$ cat config.mk
export PLATFORM = sky130hd
export DESIGN_NAME = stopwatch_ctrl
export DESIGN_NICKNAME = d
export VERILOG_FILES = /design/src/rtl/stopwatch_ctrl.sv
export SDC_FILE = /design/constraint.sdc
export NUM_CORES = 1
export LEC_CHECK = 0
export ABC_AREA = 1
export BUFFER_PORTS_ARGS = -buffer_cell sky130_fd_sc_hd__buf_2
export CORE_MARGIN = 4
export CORE_UTILIZATION = 44
export CTS_CLUSTER_SIZE = 16
export DETAILED_ROUTE_END_ITERATION = 16
export PLACE_DENSITY_LB_ADDON = 0.15
export SYNTH_ARGS = -nofsm -noshare
export SYNTH_HDL_FRONTEND = slang
export SYNTH_SLANG_ARGS = --single-unit
$ cat constraint.sdc
create_clock -name clk -period 4.4 [get_ports clk]
set_input_delay 0.22 -clock clk [delete_from_list [all_inputs] [get_ports clk]]
set_output_delay 0.22 -clock clk [all_outputs]
set_load 0.02 [all_outputs]
$ cat src/rtl/stopwatch_ctrl.sv
// stopwatch_ctrl
//   Start/stop/lap/clear sequencer driving a BCD mm:ss.mmm time chain that
//   advances on a 1 ms strobe. The chain saturates at MIN_MAX:59.999 and
//   raises a sticky overflow flag.
//   Optional feature macro: STOPWATCH_LAP_EN adds the LAP state and the lap
//   registers that freeze the display while the live chain keeps counting.
//   With the macro undefined, btn_lr is ignored in RUN and lap_active is 0.
//   Button semantics: btn_ss and btn_lr are single-cycle debounced pulses with
//   no handshake; a press is acted on in the cycle it is high, the resulting
//   state is visible from the next cycle, and btn_ss wins over btn_lr.
module stopwatch_ctrl #(
    parameter int MIN_MAX = 59
) (
    input  logic        clk,
    input  logic        reset,
    input  logic        tick_1ms,
    input  logic        btn_ss,
    input  logic        btn_lr,
    output logic [11:0] disp_ms,
    output logic [7:0]  disp_sec,
    output logic [7:0]  disp_min,
    output logic        sec_pulse,
    output logic        running,
    output logic        lap_active,
    output logic        overflow
);

    // Last valid minute value as two BCD digits.
    localparam logic [3:0] MIN_TENS = 4'(MIN_MAX / 10);
    localparam logic [3:0] MIN_ONES = 4'(MIN_MAX % 10);
    localparam logic [7:0] MIN_LAST = {MIN_TENS, MIN_ONES};

`ifdef STOPWATCH_LAP_EN
    typedef enum logic [1:0] {
        ST_IDLE  = 2'd0,
        ST_RUN   = 2'd1,
        ST_PAUSE = 2'd2,
        ST_LAP   = 2'd3
    } state_t;
`else
    typedef enum logic [1:0] {
        ST_IDLE  = 2'd0,
        ST_RUN   = 2'd1,
        ST_PAUSE = 2'd2
    } state_t;
`endif

    state_t      state_q;
    state_t      state_d;

    // Live time chain, BCD digits throughout.
    logic [11:0] ms_q;
    logic [7:0]  sec_q;
    logic [7:0]  min_q;
    logic [11:0] ms_d;
    logic [7:0]  sec_d;
    logic [7:0]  min_d;

    logic        overflow_q;
    logic        sec_pulse_q;

    logic        count_en;
    logic        ms_wrap;
    logic        at_max;
    logic        saturate;
    logic        clear_all;

`ifdef STOPWATCH_LAP_EN
    logic [11:0] lap_ms_q;
    logic [7:0]  lap_sec_q;
    logic [7:0]  lap_min_q;
    logic        lap_capture;
`endif

    // The chain only moves while the current (not next) state is counting.
`ifdef STOPWATCH_LAP_EN
    assign count_en = tick_1ms && ((state_q == ST_RUN) || (state_q == ST_LAP));
`else
    assign count_en = tick_1ms && (state_q == ST_RUN);
`endif

    assign ms_wrap  = (ms_q == 12'h999);
    assign at_max   = ms_wrap && (sec_q == 8'h59) && (min_q == MIN_LAST);
    assign saturate = count_en && at_max;

    // Next-state decode; saturation forces PAUSE regardless of any press.
    always_comb begin
        state_d   = state_q;
        clear_all = 1'b0;
`ifdef STOPWATCH_LAP_EN
        lap_capture = 1'b0;
`endif
        case (state_q)
            ST_IDLE: begin
                if (btn_ss) begin
                    state_d = ST_RUN;
                end
            end
            ST_RUN: begin
                if (btn_ss) begin
                    state_d = ST_PAUSE;
`ifdef STOPWATCH_LAP_EN
                end else if (btn_lr) begin
                    state_d     = ST_LAP;
                    lap_capture = 1'b1;
`endif
                end
            end
`ifdef STOPWATCH_LAP_EN
            ST_LAP: begin
                if (btn_ss) begin
                    state_d = ST_PAUSE;
                end else if (btn_lr) begin
                    state_d = ST_RUN;
                end
            end
`endif
            ST_PAUSE: begin
                // After overflow only a clear may leave PAUSE.
                if (btn_ss && !overflow_q) begin
                    state_d = ST_RUN;
                end else if (btn_lr) begin
                    state_d   = ST_IDLE;
                    clear_all = 1'b1;
                end
            end
            default: begin
                state_d = ST_IDLE;
            end
        endcase
        if (saturate) begin
            state_d = ST_PAUSE;
`ifdef STOPWATCH_LAP_EN
            lap_capture = 1'b0;
`endif
        end
    end

    // State register.
    always_ff @(posedge clk) begin
        if (!reset) begin
            state_q <= ST_IDLE;
        end else begin
            state_q <= state_d;
        end
    end

    // Ripple-carry BCD increment of ms -> sec -> min; only used below the limit.
    always_comb begin
        ms_d  = ms_q;
        sec_d = sec_q;
        min_d = min_q;
        if (ms_q[3:0] != 4'd9) begin
            ms_d[3:0] = ms_q[3:0] + 4'd1;
        end else begin
            ms_d[3:0] = 4'd0;
            if (ms_q[7:4] != 4'd9) begin
                ms_d[7:4] = ms_q[7:4] + 4'd1;
            end else begin
                ms_d[7:4] = 4'd0;
                if (ms_q[11:8] != 4'd9) begin
                    ms_d[11:8] = ms_q[11:8] + 4'd1;
                end else begin
                    ms_d[11:8] = 4'd0;
                    if (sec_q[3:0] != 4'd9) begin
                        sec_d[3:0] = sec_q[3:0] + 4'd1;
                    end else begin
                        sec_d[3:0] = 4'd0;
                        if (sec_q[7:4] != 4'd5) begin
                            sec_d[7:4] = sec_q[7:4] + 4'd1;
                        end else begin
                            sec_d[7:4] = 4'd0;
                            if (min_q[3:0] != 4'd9) begin
                                min_d[3:0] = min_q[3:0] + 4'd1;
                            end else begin
                                min_d[3:0] = 4'd0;
                                min_d[7:4] = min_q[7:4] + 4'd1;
                            end
                        end
                    end
                end
            end
        end
    end

    // Live chain, overflow flag and rollover pulse; registers hold unless
    // counting or clearing so a paused value stays put.
    always_ff @(posedge clk) begin
        if (!reset) begin
            ms_q        <= 12'h000;
            sec_q       <= 8'h00;
            min_q       <= 8'h00;
            overflow_q  <= 1'b0;
            sec_pulse_q <= 1'b0;
        end else if (clear_all) begin
            ms_q        <= 12'h000;
            sec_q       <= 8'h00;
            min_q       <= 8'h00;
            overflow_q  <= 1'b0;
            sec_pulse_q <= 1'b0;
        end else begin
            sec_pulse_q <= 1'b0;
            if (count_en) begin
                if (at_max) begin
                    overflow_q <= 1'b1;
                end else begin
                    ms_q        <= ms_d;
                    sec_q       <= sec_d;
                    min_q       <= min_d;
                    sec_pulse_q <= ms_wrap;
                end
            end
        end
    end

`ifdef STOPWATCH_LAP_EN
    // Lap registers take the pre-increment live value on entry to LAP.
    always_ff @(posedge clk) begin
        if (!reset) begin
            lap_ms_q  <= 12'h000;
            lap_sec_q <= 8'h00;
            lap_min_q <= 8'h00;
        end else if (clear_all) begin
            lap_ms_q  <= 12'h000;
            lap_sec_q <= 8'h00;
            lap_min_q <= 8'h00;
        end else if (lap_capture) begin
            lap_ms_q  <= ms_q;
            lap_sec_q <= sec_q;
            lap_min_q <= min_q;
        end
    end

    assign lap_active = (state_q == ST_LAP);
    assign running    = (state_q == ST_RUN) || (state_q == ST_LAP);
`else
    assign lap_active = 1'b0;
    assign running    = (state_q == ST_RUN);
`endif

    assign overflow  = overflow_q;
    assign sec_pulse = sec_pulse_q;

    // Display select: frozen lap value while in LAP, live chain otherwise.
    always_comb begin
        disp_ms  = ms_q;
        disp_sec = sec_q;
        disp_min = min_q;
`ifdef STOPWATCH_LAP_EN
        if (lap_active) begin
            disp_ms  = lap_ms_q;
            disp_sec = lap_sec_q;
            disp_min = lap_min_q;
        end
`endif
    end

endmodule
; ---- Word level (Yosys, flattened, before mapping)
; Cells that the tools add are included.
; Widths: inputs -> output; s select.
[classes]
n_mux = 15
add_sub_neg = 7
n_eq_ne = 17
reduce_logical = 20
n_bitwise = 9
[ops]
columns = op, n
row1 = $add 4x1->4 const B, 7
row2 = $mux 4, 6
row3 = $ne 4x4->1 const B, 6
row4 = $eq 8x7->1 const B, 2
row5 = $eq 12x12->1 const B, 1
row6 = $mux 2, 5
row7 = $not 1->1, 9
row8 = $reduce_and 3->1, 3
row9 = $reduce_and 8->1, 1
row10 = $reduce_and 7->1, 1
row11 = $ne 3x3->1 const B, 2
row12 = $pmux 2 s3, 1
row13 = $reduce_and 6->1, 1
row14 = $logic_and 1x1->1, 5
row15 = $reduce_and 5->1, 1
row16 = $ne 2x2->1 const B, 2
row17 = $ne 4x3->1 const B, 1
row18 = $reduce_and 2->1, 2
row19 = $reduce_and 4->1, 1
row20 = $reduce_or 2->1, 2
row21 = $reduce_or 4->1, 1
row22 = $mux 1, 3
row23 = $ne 3x2->1 const B, 1
row24 = $eq 2x1->1 const B, 1
row25 = other kinds (3), 3
[totals]
output_inout_bits = 32
reg_bits = 32
inputBits = 5

; ---- Depth between registers and ports, before layout
; Gate-level depths: netlist of the first run.
[logic_depth]
depth_word = 6
depth_mapped = 12
depth_no_buf = 12

; ---- Worst setup path before layout of the first run
; OpenSTA, ideal clock, no wires.
[synth_timing]
path_type = reg-to-reg
startpoint = reg min_q[4] (netlist: disp_min[4])
endpoint = reg ms_q[6] (netlist: disp_ms[6])
t_arrival_ps = 1455
setup_time_ps = 132
path_buffers = 0
path_slack_ps = 2813
path_stages_with_launch = 11
cell_sequence = dfxtp_1 -> ha_1 -> nand3_1 -> inv_1 -> nand2_1 -> nor2_4 -> nand2_8 -> nand2_2 -> inv_2 -> o21ai_1 -> a21oi_1
[synth_between]
elab_chain_cells = 4
[synth_rtl]
columns = item, line
row1 = from (decl), 54  ; logic [7:0] min_q;
row2 = from (signal assigned), 209  ; min_q <= min_d;
row3 = $eq 8x7->1, 83  ; assign at_max = ms_wrap && (sec_q == 8'h59) && (min_q == MIN_LAST);
row4 = $logic_and 1x1->1, 83
row5 = $not 1->1 (no source line), n/a
row6 = $reduce_and 3->1 (no source line), n/a
row7 = to (signal assigned), 207  ; ms_q <= ms_d;
row8 = to (decl), 52  ; logic [11:0] ms_q;
; Every way passes these cells.
; A chain may end at the register's enable or synchronous reset.

; ---- Worst setup path after layout of the first run
[layout_timing]
startpoint = reg overflow_q (netlist: overflow)
endpoint = reg min_q[3] (netlist: disp_min[3])
[layout_between]
elab_chain_cells = 5
[layout_rtl]
columns = item, line
row1 = from (decl), 59  ; logic overflow_q;
row2 = from (signal assigned), 193  ; overflow_q <= 1'b0;
row3 = from (signal assigned), 199  ; overflow_q <= 1'b0;
row4 = from (signal assigned), 205  ; overflow_q <= 1'b1;
row5 = $logic_not 1->1, 120  ; if (btn_ss && !overflow_q) begin
row6 = $logic_and 1x1->1, 120
row7 = $mux 1, 120
row8 = $mux 1, 93  ; case (state_q)
row9 = $reduce_or 2->1 (no source line), n/a
; Every way passes these cells.

==> metrics.yaml, run 1 <==
status: "finished, final reports clean"
syn_nets: 280
io_buffer_count: 35
firstDrtPassIters: 4
max_slew_margin: 0.4565
final_nets: 317
htreeDepth: 2
ys_top_cells_by_area: "dfxtp_1, nand2_1, nor2_1, a21oi_1, inv_1"
fin_crit_sh: 0.5074
yosysSeqAreaShare: 0.3422
die_width_um: 73.23
min_from: "reset"
end_kind: "flip-flop"
drt_wl_total_mm: 3.971
path_clk_slew_ns: 0.06
cpPeakStageDelay_ns: 0.61
vias: 1749
rr_endpoint: "disp_min[3]"
met3_usage: 0.04408
dp_hpwl_mm: 3.006
crit_chain: "o21ai_0 > inv_1 > a21oi_1 > inv_1 > a21oi_1"
hold_depth: 3
top_usage_layer: "met2"
syn_area_mm2: 0.001872
synth_cells: 273
drive_gt1_frac: 0.2347
avgSynthCellArea_um2: 6.856
vias_per_cell: 4.845
yosys_register_bits: 32
crit_fanout: 21
critPathRequiredTime_ns: 4.60
r2r_cells: 5
tightestPinTransition_ns: 0.8143
r2r-start: "overflow"
worstPathArrival_ns: 2.43
synth_top_area_cell: "dfxtp_1"
multi_input_area_mm2: 0.001051
die-area_mm2: 0.005362
setup_viol: 0
fin_crit_ns: 2.232
min_path_type: "in -> reg"
grt_start_max_net_pins: 22
worst_setup_path_start_kind: "flip-flop"
cts_buffers: 5
p_per_area_mw_per_mm2: 262.6
core_area_mm2: 0.004058
grt_first_pass_wirelength_mm: 7.093
top_level_ports: 37
drv_cap: 0
grt_pass1_vias: 1599
drt_iter0_markers: 61
fillers: 404
worstSetupPathType: "reg -> reg"
cts_root_buffer: "clkbuf_8"
drc: 0
cts_tree: "done"
hold_end: "state_q[0]"
synth_warnings: 0
dieHeight_um: 73.23
final_area_mm2: 0.002167
wire_per_inst_um: 11.00
clock_latency_ns: 0.28
postCtsSetupRepairBufs: 0
rsz0062_at_grt: "false"
slew_violations: 0
timing.fmax_mhz: 448.0
antenna_left: 0
synth.distinct_cells: 33
ir_drop_uv: 102.1
postPlaceCellArea_mm2: 0.002077
grtUsageTotal: 0.1686
setup_tns_ns: 0
globalRouteMet2Util: 0.2612
cts_sinks: 32
antenna_found_initial: 0
final-hold-violation-count: 0
antennaDiodeCount: 0
rows: 23
ff2ff_setup_slack_ns: 2.17
clockBufferDepth: 2
gp_congestion: 0.7928
start_util: 0.4613
grtUsageMet1: 0.2175
seq_area_um2: 640.6
fin_skew_ns: 0.001328
area_growth_syn_to_layout_pct: 15.78
grt_overflow: 0
p_leak_nw: 0.8930
cts_hold_buf: 0
synth_top_area_frac: 0.3422
post_cts_resized: 0
critPathSlowestCell: "a21oi_1"
## stage by stage
step           hold slack (ns)  std cells  power, mW  setup slack (ns)    util
6_report                0.2053        361     0.5690             2.168  0.5341
5_1_grt                 0.2063        361     0.5932             1.904  0.5341
4_1_cts                 0.1958        361     0.5773             2.150  0.5341
3_5_place_dp            0.4596        353     0.3468             2.131  0.5119
3_3_place_gp            0.4483        353     0.3471             2.264  0.5119
2_1_floorplan           0.3583        273     0.3383             2.813       -
## registers in the layout, summed over array words and instances (netlist names)
signal,cells
sec_pulse,1
disp_sec,8
overflow,1
disp_ms,12
state_q,2
disp_min,8
## synthesized netlist by cell type
| master | instances |
|---|---|
| nor3_2 | 1 |
| a31oi_1 | 2 |
| nor3_1 | 1 |
| nand2_8 | 2 |
| nor2_2 | 4 |
| buf_4 | 1 |
| inv_1 | 29 |
| a21oi_1 | 23 |
| xnor2_1 | 1 |
| o2111ai_1 | 1 |
| nand3_1 | 13 |
| nor2_8 | 1 |
| nand2_1 | 65 |
| nand2_4 | 1 |
| a21oi_2 | 3 |
| nand3b_1 | 4 |
| o21ai_1 | 3 |
| nor2_1 | 35 |
| inv_2 | 9 |
| clkbuf_1 | 1 |
| clkinv_2 | 1 |
| nand2_2 | 2 |
| o22ai_1 | 1 |
| conb_1 | 1 |
| xor2_1 | 7 |
| nor2_4 | 5 |
| nand3_2 | 3 |
| ha_1 | 2 |
| o21ai_0 | 10 |
| buf_2 | 2 |
| nand4_1 | 6 |
| dfxtp_1 | 32 |
| buf_6 | 1 |
## worst max path at each step
stage	from	cells past startpoint	to
final	overflow	5	disp_min[3]
after detailed placement	btn_ss	7	disp_min[0]
after global routing	overflow	5	disp_ms[3]
after CTS	overflow	5	disp_sec[1]
after floorplan	disp_min[4]	10	disp_ms[6]
after global placement	btn_ss	7	disp_sec[1]
## metal layers
metal	wire, µm	share of wire
met1	1922	0.48
met3	226	0.057
met5	0	0
met4	44	0.011
met2	1777	0.45
## power by group
part,internal [mW],switching [mW],leakage (nW)
clock,0.127,0.102,0.0455
combinational,0.0127,0.0304,0.589
sequential,0.294,0.00338,0.258
total,0.434,0.135,0.893
## worst max-delay path, delay by kind of cell, from the launching register on
kind            cells  cell delay [ns]
compound gates      3             1.15
buf+inv             2             0.67
flops               1             0.32
## cells in the final DEF, fill, tap and decap left out
cell type,instances
nor3_1,1
nand2_1,65
nand3b_1,4
a21oi_1,23
dfxtp_1,32
nand2_4,1
nor2_1,35
nand3_1,13
nand2_8,2
o21ai_0,10
inv_1,29
o22ai_1,1
o21ai_1,3
clkbuf_1,2
nor3_2,1
buf_2,35
xnor2_1,1
ha_1,2
inv_2,9
o2111ai_1,1
xor2_1,7
clkinv_2,1
clkbuf_8,6
a21oi_2,3
nor2_2,4
conb_1,1
nand3_2,3
nand2_2,2
nor2_4,5
nand4_1,6
nor2_8,1
a31oi_1,2
## kinds of logic after synthesis
| group | count (synthesis) | synth area share |
|---|---|---|
| AND/OR/NAND/NOR | 143 | 0.3837 |
| buffers and inverters | 44 | 0.09625 |
| AO/OA/AOI/OAI | 43 | 0.1250 |
| adder cells (fa/ha/maj) | 2 | 0.01337 |
| other | 1 | 0.002003 |
| flip-flops | 32 | 0.3422 |
| XOR/XNOR | 8 | 0.03743 |
## cell type report
class / instances / share of cell area
inverter: 39 / 0.06813
timing repair buffer: 35 / 0.08083
sequential: 32 / 0.2956
multi-input combinational: 197 / 0.4850
clock buffer: 8 / 0.04157
tap: 50 / 0.02887
(Power assumes the default switching activity.)
==> run 2, diff against run 1 <==
==> constraint.sdc (replaced) <==
create_clock -name clk -period 2 [get_ports clk]
set_input_delay 0.1 -clock clk [delete_from_list [all_inputs] [get_ports clk]]
set_output_delay 0.1 -clock clk [all_outputs]
set_load 0.02 [all_outputs]
==> metrics.yaml, run 2 (synthesized netlist as in run 1, its figures left out) <==
status: "finished, final reports clean"
area_growth_syn_to_layout_pct: 16.98
clock_latency_ns: 0.28  # about the same
r2r_cells: 11  # +6
gp_congestion: 0.8278  # +4.4%
grt_pass1_vias: 1545  # -3.4%
core_area_mm2: 0.004058  # unchanged
cts_tree: "done"
firstDrtPassIters: 4  # unchanged
drt_iter0_markers: 84  # +38%
slew_violations: 0  # unchanged
start_util: 0.4613  # unchanged
drv_cap: 0  # unchanged
top_level_ports: 37  # unchanged
drt_wl_total_mm: 3.907  # -1.6%
fin_crit_sh: 0.8299  # +0.3226
end_kind: "flip-flop"
grtUsageTotal: 0.1579  # -0.01063
die-area_mm2: 0.005362  # unchanged
cpPeakStageDelay_ns: 0.39  # -0.22 ns
fin_crit_ns: 1.660  # -0.5725 ns
critPathSlowestCell: "dfxtp_1"
ir_drop_uv: 422.6  # +310%
cts_buffers: 5  # unchanged
final_nets: 320  # +0.95%
grt_start_max_net_pins: 22  # unchanged
final_common_cell: "nand2_1"
crit_fanout: 9  # -57%
crit_start: "disp_min[5]"
wire_per_inst_um: 10.73  # -2.4%
antenna_left: 0  # unchanged
utilization: 0.5396  # +0.005551
rsz0062_at_grt: "false"
htreeDepth: 2  # unchanged
setup_ws_ns: 0.3401  # -1.827 ns
timing.fmax_mhz: 602.5  # +34%
crit_end: "disp_sec[5]"
p_leak_nw: 0.9086  # +1.7%
cts_hold_buf: 0  # unchanged
rows: 23  # unchanged
crit_chain: "inv_1 > ha_1 > nand3_1 > nor2_1 > nand2_1 > nor2_2 > nor2_2 > buf_4 > nand2_1 > nand2_1 > a21oi_1"
vias_per_cell: 4.797  # -0.99%
worstSetupPathType: "reg -> reg"
post_cts_resized: 0  # unchanged
setup_tns_ns: 0  # unchanged
largest_register_ffs: 12  # unchanged
final_cell_mix: "nand2_1, nor2_1, buf_2, dfxtp_1, inv_1"
worst_setup_path_start_kind: "flip-flop"
path_clk_slew_ns: 0.06  # about the same
setup_viol: 0  # unchanged
r2r-start: "disp_min[5]"
grt_first_pass_wirelength_mm: 6.686  # -5.7%
dieHeight_um: 73.23  # unchanged
clockBufferDepth: 2  # unchanged
critPathRequiredTime_ns: 2.13  # -2.47 ns
max_slew_margin: 0.5074  # +0.05094
postCtsSetupRepairBufs: 0  # unchanged
worstPathArrival_ns: 1.79  # -0.64 ns
worst_path_most_repeated_cell: "nand2_1"
antenna_found_initial: 0  # unchanged
p_per_area_mw_per_mm2: 576.2  # +120%
tightestPinTransition_ns: 0.7380  # -0.07633 ns
antennaDiodeCount: 0  # unchanged
place_ws_ns: 0.3448  # -1.787 ns
vias: 1746  # -0.17%
grt_overflow: 0  # unchanged
dp_hpwl_mm: 3.027  # +0.68%
final-hold-violation-count: 0  # unchanged
io_buffer_count: 35  # unchanged
die_width_um: 73.23  # unchanged
fin_skew_ns: 0.006700  # +0.005372 ns
rr_endpoint: "disp_sec[5]"
fillers: 433  # +7.2%
ff2ff_setup_slack_ns: 0.34  # -1.83 ns
hold-worst-slack_ns: 0.08017  # -0.1251 ns
cts_sinks: 32  # unchanged
min_path_type: "in -> reg"
cts_root_buffer: "clkbuf_8"
drc: 0  # unchanged
drive_gt1_frac: 0.2420  # +0.007312
-- run 2: cell count changes in the layout (fill, tap and decap cells not counted), sizes merged --
cell and change:
buf +3
-- run 2: worst max-delay path: cells and delay by family (launching register included) --
kind	cells	cell delay [ns]
flops	1	0.39
buf+inv	2	0.25
fa+ha+maj	1	0.18
simple gates	7	0.63
compound gates	1	0.06
-- run 2: per-layer routing --
layer / global-route usage / share of wire / vias to the layer above
met5: 0 / 0 / -
met4: 0.06762 / 0.017 / 0
met3: 0.04132 / 0.053 / 7
met2: 0.2363 / 0.43 / 37
met1: 0.2127 / 0.50 / 756
li1: - / - / 946
-- run 2: per-stage QoR --
| stage | cells | power, mW | area [µm²] |
|---|---|---|---|
| final | 364 | 1.262 | 2190 |
| after global routing | 364 | 1.313 | 2190 |
| after CTS | 364 | 1.278 | 2190 |
| after detailed placement | 356 | 0.7675 | 2100 |
| after global placement | 356 | 0.7674 | 2100 |
| after floorplan | 273 | 0.7443 | 1872 |
-- run 2: report_power, final --
part | total [mW] | leakage [nW] | switching [mW] | internal (mW)
Sequential | 0.653 | 0.258 | 0.00692 | 0.646
Clock | 0.509 | 0.0455 | 0.229 | 0.280
Combinational | 0.0998 | 0.605 | 0.0679 | 0.0319
Total | 1.26 | 0.909 | 0.304 | 0.958
-- run 2: final cells by class --
| class | count | area [µm²] | area share |
|---|---|---|---|
| Multi-Input combinational cell | 197 | 1051 | 0.4800 |
| Tap cell | 50 | 62.56 | 0.02857 |
| Inverter | 39 | 147.6 | 0.06743 |
| Clock buffer | 8 | 90.09 | 0.04114 |
| Sequential cell | 32 | 640.6 | 0.2926 |
| Timing Repair Buffer | 38 | 197.7 | 0.09029 |
-- run 2: worst min-delay path by stage --
stage,from,to,slack [ns],cells past startpoint
after floorplan,reset,state_q[1],0.24,2
after global routing,reset,state_q[0],0.08,3
final,reset,state_q[0],0.08,3
after detailed placement,reset,state_q[0],0.37,3
after CTS,reset,state_q[0],0.07,3
after global placement,reset,state_q[0],0.37,3
